--- src/rtl/sma_window_ctrl.sv ---
// sma_window_ctrl: sequencer in front of the power-of-two SMA datapath.
// Applies window-size changes by clearing the SMA delay RAM and sum, then
// re-primes the window and flags valid output only once the window is full.
// Forwards samples to the SMA and counts samples dropped while reconfiguring.
module sma_window_ctrl #(
  parameter int MAX_SEL = 15,
  parameter int ADDR_W  = 15,
  parameter int DROP_W  = 16
) (
  input  logic              i_clk,
  input  logic              i_rst_n,
  input  logic              i_enable,
  input  logic              i_data_valid,
  input  logic [31:0]       i_data,
  input  logic [31:0]       i_window_sel,
  input  logic              i_drop_clr,
  output logic              o_update_strobe,
  output logic [31:0]       o_sma_data,
  output logic [31:0]       o_window_sel,
  output logic              o_sum_clr,
  output logic              o_clr_we,
  output logic [ADDR_W-1:0] o_clr_addr,
  output logic              o_out_valid,
  output logic [ADDR_W:0]   o_fill_cnt,
  output logic [DROP_W-1:0] o_drop_cnt,
  output logic [1:0]        o_state
);

  localparam int SEL_W = $clog2(MAX_SEL + 1);

  typedef enum logic [1:0] {
    S_IDLE  = 2'd0,
    S_CLEAR = 2'd1,
    S_FILL  = 2'd2,
    S_RUN   = 2'd3
  } state_t;

  state_t            r_state;
  state_t            w_state_next;

  logic [SEL_W-1:0]  r_sel;
  logic [SEL_W-1:0]  w_sel_c;
  logic [ADDR_W:0]   w_win_n;
  logic [ADDR_W-1:0] w_last_addr;
  logic              w_change;
  logic              w_accept;
  logic              w_drop;
  logic              w_clr_done;
  logic              w_fill_done;

  logic [ADDR_W-1:0] r_clr_addr;
  logic [ADDR_W:0]   r_fill_cnt;
  logic              r_sum_clr;
  logic              r_out_valid;
  logic              r_strobe;
  logic [31:0]       r_sma_data;
  logic [DROP_W-1:0] r_drop_cnt;

  // Clamp the requested window, derive window length and the control decisions
  always_comb begin
    w_sel_c     = (i_window_sel > 32'(MAX_SEL)) ? SEL_W'(MAX_SEL) : i_window_sel[SEL_W-1:0];
    w_win_n     = {{ADDR_W{1'b0}}, 1'b1} << r_sel;
    // For the largest window the low ADDR_W bits of N are zero, so N-1 wraps to all-ones
    w_last_addr = w_win_n[ADDR_W-1:0] - {{(ADDR_W-1){1'b0}}, 1'b1};
    w_change    = (r_state != S_IDLE) && (w_sel_c != r_sel);
    w_accept    = i_enable && i_data_valid && !w_change &&
                  ((r_state == S_FILL) || (r_state == S_RUN));
    w_drop      = i_enable && i_data_valid &&
                  ((r_state == S_IDLE) || (r_state == S_CLEAR) || w_change);
    w_clr_done  = (r_clr_addr == w_last_addr);
    w_fill_done = ((r_fill_cnt + 1'b1) == w_win_n);
  end

  // State register
  always_ff @(posedge i_clk or negedge i_rst_n) begin
    if (!i_rst_n) begin
      r_state <= S_IDLE;
    end else begin
      r_state <= w_state_next;
    end
  end

  // Next-state logic: disable beats window change, which beats sample handling
  always_comb begin
    w_state_next = r_state;
    if (!i_enable) begin
      w_state_next = S_IDLE;
    end else if ((r_state == S_IDLE) || w_change) begin
      w_state_next = S_CLEAR;
    end else begin
      case (r_state)
        S_CLEAR: if (w_clr_done) w_state_next = S_FILL;
        S_FILL:  if (w_accept && w_fill_done) w_state_next = S_RUN;
        default: w_state_next = r_state;
      endcase
    end
  end

  // Window bookkeeping: applied select, clear address, fill count, valid flag, sample forwarding
  always_ff @(posedge i_clk or negedge i_rst_n) begin
    if (!i_rst_n) begin
      r_sel       <= '0;
      r_clr_addr  <= '0;
      r_fill_cnt  <= '0;
      r_sum_clr   <= 1'b0;
      r_out_valid <= 1'b0;
      r_strobe    <= 1'b0;
      r_sma_data  <= '0;
    end else begin
      r_sum_clr <= 1'b0;
      r_strobe  <= w_accept;
      if (w_accept) begin
        r_sma_data <= i_data;
      end
      if (!i_enable) begin
        r_clr_addr  <= '0;
        r_fill_cnt  <= '0;
        r_out_valid <= 1'b0;
      end else if ((r_state == S_IDLE) || w_change) begin
        // (Re)start a clear with the newly applied window
        r_sel       <= w_sel_c;
        r_sum_clr   <= 1'b1;
        r_clr_addr  <= '0;
        r_fill_cnt  <= '0;
        r_out_valid <= 1'b0;
      end else begin
        case (r_state)
          S_CLEAR: begin
            if (w_clr_done) begin
              r_clr_addr <= '0;
              r_fill_cnt <= '0;
            end else begin
              r_clr_addr <= r_clr_addr + 1'b1;
            end
          end
          S_FILL: begin
            if (w_accept) begin
              r_fill_cnt <= r_fill_cnt + 1'b1;
              if (w_fill_done) begin
                r_out_valid <= 1'b1;
              end
            end
          end
          default: begin
            r_fill_cnt <= r_fill_cnt;
          end
        endcase
      end
    end
  end

  // Saturating drop counter; a clear coinciding with a drop leaves a count of one
  always_ff @(posedge i_clk or negedge i_rst_n) begin
    if (!i_rst_n) begin
      r_drop_cnt <= '0;
    end else if (i_drop_clr) begin
      r_drop_cnt <= {{(DROP_W-1){1'b0}}, w_drop};
    end else if (w_drop && (r_drop_cnt != {DROP_W{1'b1}})) begin
      r_drop_cnt <= r_drop_cnt + 1'b1;
    end
  end

  // Output mapping from state and registered values
  always_comb begin
    o_update_strobe = r_strobe;
    o_sma_data      = r_sma_data;
    o_window_sel    = {{(32-SEL_W){1'b0}}, r_sel};
    o_sum_clr       = r_sum_clr;
    o_clr_we        = (r_state == S_CLEAR);
    o_clr_addr      = r_clr_addr;
    o_out_valid     = r_out_valid;
    o_fill_cnt      = r_fill_cnt;
    o_drop_cnt      = r_drop_cnt;
    o_state         = r_state;
  end

endmodule

--- config.mk ---
export PLATFORM = sky130hd
export DESIGN_NAME = sma_window_ctrl
export DESIGN_NICKNAME = d
export VERILOG_FILES = /design/src/rtl/sma_window_ctrl.sv
export SDC_FILE = /design/constraint.sdc
export NUM_CORES = 1
export LEC_CHECK = 0
export ABC_AREA = 1
export ABC_CLOCK_PERIOD_IN_PS = 4550
export BUFFER_PORTS_ARGS = -buffer_cell sky130_fd_sc_hd__buf_2
export CAP_MARGIN = 15
export CORE_MARGIN = 2
export CORE_UTILIZATION = 55
export DETAILED_ROUTE_END_ITERATION = 7
export GPL_ROUTABILITY_DRIVEN = 0
export PLACE_DENSITY_LB_ADDON = 0.08
export SLEW_MARGIN = 30
export SYNTH_ARGS = -nofsm -noshare
export SYNTH_HDL_FRONTEND = slang
export SYNTH_SLANG_ARGS = --single-unit
--- constraint.sdc ---
create_clock -name i_clk -period 4.55 [get_ports i_clk]
set_clock_uncertainty 0.05 [all_clocks]
set_input_delay 1.365 -clock i_clk [delete_from_list [all_inputs] [get_ports i_clk]]
set_output_delay 1.365 -clock i_clk [all_outputs]
set_load 0.01 [all_outputs]
==> run summary <==
The flow ran to the end, and the final reports show no timing, DRC or antenna violations. The setup TNS came out at 0 ps. Data on the critical path arrives at its endpoint at 3450 ps.

The wire length reported by the detailed router came out at 15.5 mm. The clock period minus worst slack is 3240 ps. The number of fillers in the final layout came out at 1071. The longest clock path from root to sink contains 2 buffers. The endpoint type of the worst setup path is a flip-flop. Summing all multi-input logic gate instances after layout gives 0.00340 mm2.

The number of hold buffers added after CTS was 0. The residual overflow from global routing is 0. The cell accounting for the most synthesized area is sky130_fd_sc_hd__dfrtp_1. The proportion of total power due to net switching is 32.7%. The number of max-capacitance violations reported is 0.

In this run the remaining antenna-violating nets after routing total 0. The starting DRC count in detailed routing came out at 317. STA classifies the critical path startpoint as a flip-flop. The critical path's most frequent cell is sky130_fd_sc_hd__nand2_1. The area after detailed placement is 0.00694 mm2. In this run, flip-flops and latches consume 45.4% of the power. The die outline area is 0.0121 mm2. The number of buffers inserted during clock tree synthesis came out at 9. The worst-case IR drop observed on VDD is 0.143 mV. Once detailed placement completed, the half-perimeter wirelength came to 11.6 mm. The internal power consumption came out at 1.30 mW.

Setup violations remaining at the end of the flow were counted as 0. The number of antenna violations at the first check in global routing is 0. Once the floorplan was initialized, standard cells occupied 56.8% of the core. Including well taps, the total number of placed cells is 1222.

The summed area of non-filler cells in the final layout is 0.00718 mm2. The number of hold-slack violations in the final timing report came out at 0. The worst setup path is of the flip-flop to flip-flop kind. During synthesis, Yosys emitted a total of 0 warnings. The chip width came out at 110 um.

The number of library cell types mapped by synthesis is 39. After synthesis the cells add up to 0.00618 mm2. The smallest hold slack came out at 422 ps. The total routing resource utilization after global routing came out at 26.7%.

Entering global routing, the biggest net connects 83 pins. The final number of max-transition violations came out at 0. The CTS clock-pin slew for the worst setup and hold paths came out at 90 ps. The I/O pin total came out at 186.

The worst hold path begins at o_sma_data[6]$_DFFE_PN0P_. For this block, the via count after detailed routing is 6168. The net switching component of the power came out at 0.633 mW.

The number of H-tree levels is 3. In this run the critical register-to-register path is launched from r_sel[1]$_DFFE_PN0P_. Measured along the y axis, the die boundary spans 110 um.

The number of placement rows is 38. The leakage power is 4.01 nW. The worst setup path startpoint is r_sel[1]$_DFFE_PN0P_. The data required time at the worst endpoint came out at 4760 ps. Before antenna repair, the detailed router went through 5 iterations. Clock latency on the worst-skew pair, taken at its later pin, is 380 ps. For this run, the top clock speed supported by timing is 0.309 GHz. Dividing the detail-routed via count by the number of cells gives 4.98.

Walking the worst path, the cells encountered are nor2_2 -> nand2_1 -> ha_1 -> inv_2 -> a21oi_2 -> nand4_1 -> nand2_1 -> nand2_1 -> nand2_1 -> clkinv_1 -> nor2_1 -> nand2_1 -> nand2_2 -> nor2_4 -> inv_4 -> nand2_4 -> nand2_1 -> nand2_1. The via count of the first global-routing pass is 5586. The fraction of final layout cells sized beyond drive strength 1 came out at 19.4%. The logic gate share of total power came out at 21.3%. The core footprint came out at 0.0109 mm2.

The portion of the post-synthesis area used by sequential elements came out at 35.6%. The buffer count from post-CTS setup fixing is 0. The number of input and output port buffers inserted came out at 157.

Among cell families on the critical path, the largest total delay comes from simple AND/OR/NAND/NOR gates. The transition time at the pin with the least slew margin is 780 ps. The clock net in this run drives a total of 88 sinks.

The layout overhead on the synthesized area came out at 16.1%. The share of synthesized area in the top cell type comes to 35.6%. The number of cells produced by synthesis came out at 943. The post-route non-filler standard cell count is 1238.

The headroom to the max-slew limit came out at 48.0%. After detailed routing, the number of remaining DRC violations is 0. Setup repair after global routing left no endpoint under its margin. The final net count came out at 1166.

The worst-path cell with the longest stage delay is sky130_fd_sc_hd__dfrtp_1. In this run the worst hold path is classified as flip-flop to flip-flop. Dividing the detail-routed wire length by the instance count gives 12.5 um.

The TritonCTS clock tree is done. The root buffer cell chosen for the clock tree is sky130_fd_sc_hd__clkbuf_8. The average size of a mapped cell is 6.56 um2. Dividing total power by cell area gives a power density of 270 mW/mm2. The count of antenna diodes in the layout is 0. The worst path buffer plus inverter count came out at 3. The post-cts resize count came out at 0. The flip-flop and latch area came out at 0.00220 mm2.

Synthesis inferred 88 register bits. In this run the worst path has a maximum fanout of 21. On the worst path, the slowest cell contributes a delay of 710 ps.

After layout, the worst path uses 71.2% of the clock period. The first-pass GRT wire length is 25.6 mm. The fraction of power consumed by the clock network came out at 33.3%. After synthesis, the cell types taking the most area are sky130_fd_sc_hd__dfrtp_1 (36%), sky130_fd_sc_hd__nand2_1 (23%), sky130_fd_sc_hd__nor2_1 (7.9%), sky130_fd_sc_hd__nand3_1 (5.1%), sky130_fd_sc_hd__inv_1 (4.6%).
power by group through the flow:
stage / Combinational (mW) / Clock, mW / Sequential [mW]
after floorplan: 0.275 / 0 / 0.897
final: 0.413 / 0.645 / 0.878
after global routing: 0.468 / 0.684 / 0.887
after CTS: 0.413 / 0.658 / 0.878
after detailed placement: 0.410 / 0 / 0.894
after global placement: 0.405 / 0 / 0.893
layout by cell type (no fill, tap or decap), types with 2 or more instances in the layout:
| master | count |
|---|---|
| sky130_fd_sc_hd__nor3_1 | 14 |
| sky130_fd_sc_hd__inv_4 | 2 |
| sky130_fd_sc_hd__inv_2 | 10 |
| sky130_fd_sc_hd__nor4_1 | 2 |
| sky130_fd_sc_hd__xor2_1 | 27 |
| sky130_fd_sc_hd__nor2_1 | 130 |
| sky130_fd_sc_hd__o21ai_0 | 10 |
| sky130_fd_sc_hd__nand2_2 | 3 |
| sky130_fd_sc_hd__o22ai_1 | 3 |
| sky130_fd_sc_hd__nand3b_1 | 5 |
| sky130_fd_sc_hd__conb_1 | 28 |
| sky130_fd_sc_hd__nor2_2 | 3 |
| sky130_fd_sc_hd__a21oi_2 | 2 |
| sky130_fd_sc_hd__inv_6 | 2 |
| sky130_fd_sc_hd__ha_1 | 4 |
| sky130_fd_sc_hd__xnor2_1 | 7 |
| sky130_fd_sc_hd__nand2_1 | 381 |
| sky130_fd_sc_hd__nor2_4 | 5 |
| sky130_fd_sc_hd__o21bai_1 | 4 |
| sky130_fd_sc_hd__clkinv_1 | 3 |
| sky130_fd_sc_hd__dfrtp_1 | 88 |
| sky130_fd_sc_hd__buf_2 | 156 |
| sky130_fd_sc_hd__buf_4 | 4 |
| sky130_fd_sc_hd__nand4_1 | 22 |
| sky130_fd_sc_hd__nand3_2 | 3 |
| sky130_fd_sc_hd__a21oi_1 | 11 |
| sky130_fd_sc_hd__nand3_1 | 63 |
| sky130_fd_sc_hd__nand2_4 | 3 |
| sky130_fd_sc_hd__bufinv_16 | 2 |
| sky130_fd_sc_hd__o21ai_1 | 4 |
| sky130_fd_sc_hd__inv_1 | 76 |
| sky130_fd_sc_hd__clkbuf_8 | 10 |
through the flow:
stage | util, % | setup slack [ps] | power [mW]
2_1_floorplan | - | 1530 | 1.17
3_3_place_gp | 63.7 | 1110 | 1.30
3_5_place_dp | 63.8 | 1080 | 1.30
4_1_cts | 65.9 | 1350 | 1.95
5_1_grt | 65.9 | 1010 | 2.04
6_report | 65.9 | 1310 | 1.94
sequential cells by signal (all words and copies together) (netlist names):
signal           flops
o_fill_cnt          16
o_update_strobe      1
r_sel                4
o_sma_data          32
o_drop_cnt          16
o_clr_addr          15
o_out_valid          1
o_sum_clr            1
o_state              2
worst reg2reg max path, stage by stage, from the launching register on:
cell and delay [ps]:
sky130_fd_sc_hd__dfrtp_1 710, sky130_fd_sc_hd__nor2_2 140, sky130_fd_sc_hd__nand2_1 210, sky130_fd_sc_hd__ha_1 320, sky130_fd_sc_hd__inv_2 90, sky130_fd_sc_hd__a21oi_2 200
sky130_fd_sc_hd__nand4_1 140, sky130_fd_sc_hd__nand2_1 100, sky130_fd_sc_hd__nand2_1 50, sky130_fd_sc_hd__nand2_1 80, sky130_fd_sc_hd__clkinv_1 60, sky130_fd_sc_hd__nor2_1 110
sky130_fd_sc_hd__nand2_1 110, sky130_fd_sc_hd__nand2_2 120, sky130_fd_sc_hd__nor2_4 70, sky130_fd_sc_hd__inv_4 220, sky130_fd_sc_hd__nand2_4 180, sky130_fd_sc_hd__nand2_1 120
sky130_fd_sc_hd__nand2_1 50
final timing paths:
kind / to / slack [ps] / cells after the start
worst max-delay path: o_fill_cnt[2]$_DFFE_PN0P_ / 1310 / 18
worst min-delay path: o_sma_data[6]$_DFFE_PN0P_ / 420 / 2
worst max register to register: o_fill_cnt[2]$_DFFE_PN0P_ / 1310 / 18
worst min register to register: o_sma_data[6]$_DFFE_PN0P_ / 420 / 2
max in group asynchronous: o_out_valid$_DFFE_PN0P_ / 2810 / 2
min in group asynchronous: o_sum_clr$_DFF_PN0_ / 940 / 1
layout make-up:
type	instances	area share, %
Clock buffer	10	1.92
Inverter	91	4.83
Timing Repair Buffer	161	11.5
Clock inverter	6	1.36
Sequential cell	88	30.7
Tap cell	140	2.44
Multi-Input combinational cell	742	47.3
cell families (layout without fill, tap and decap cells):
family | count (synthesis) | in the layout | share of synthesized area (%)
compound gates | 38 | 38 | 3.87
xor+xnor | 34 | 34 | 4.82
fa+ha+maj | 4 | 4 | 0.810
buf+inv | 140 | 268 | 11.1
flops | 88 | 88 | 35.6
other cells | 1 | 28 | 0.0607
simple gates | 638 | 638 | 43.8
synthesized netlist by cell type, drive strengths merged:
cell / number
nand2: 387
nor2: 139
dfrtp: 88
inv: 88
nand3: 67
buf: 46
xor2: 27
nand4: 23
nor3: 14
o21ai: 14
a21oi: 13
xnor2: 7
nand3b: 5
ha: 4
o21bai: 4
clkbuf: 3
clkinv: 3
o211ai: 3
o22ai: 3
nor4: 2
a31oi: 1
and2: 1
conb: 1
routing by layer:
metal,vias up,part of all wire [%],track usage [%]
met5,-,0,0
met4,0,2.2,8.50
met3,30,6.1,4.88
met2,210,46,45.3
met1,2736,45,34.6
li1,3192,-,-
Note: power is estimated with default switching activity, not from simulation.
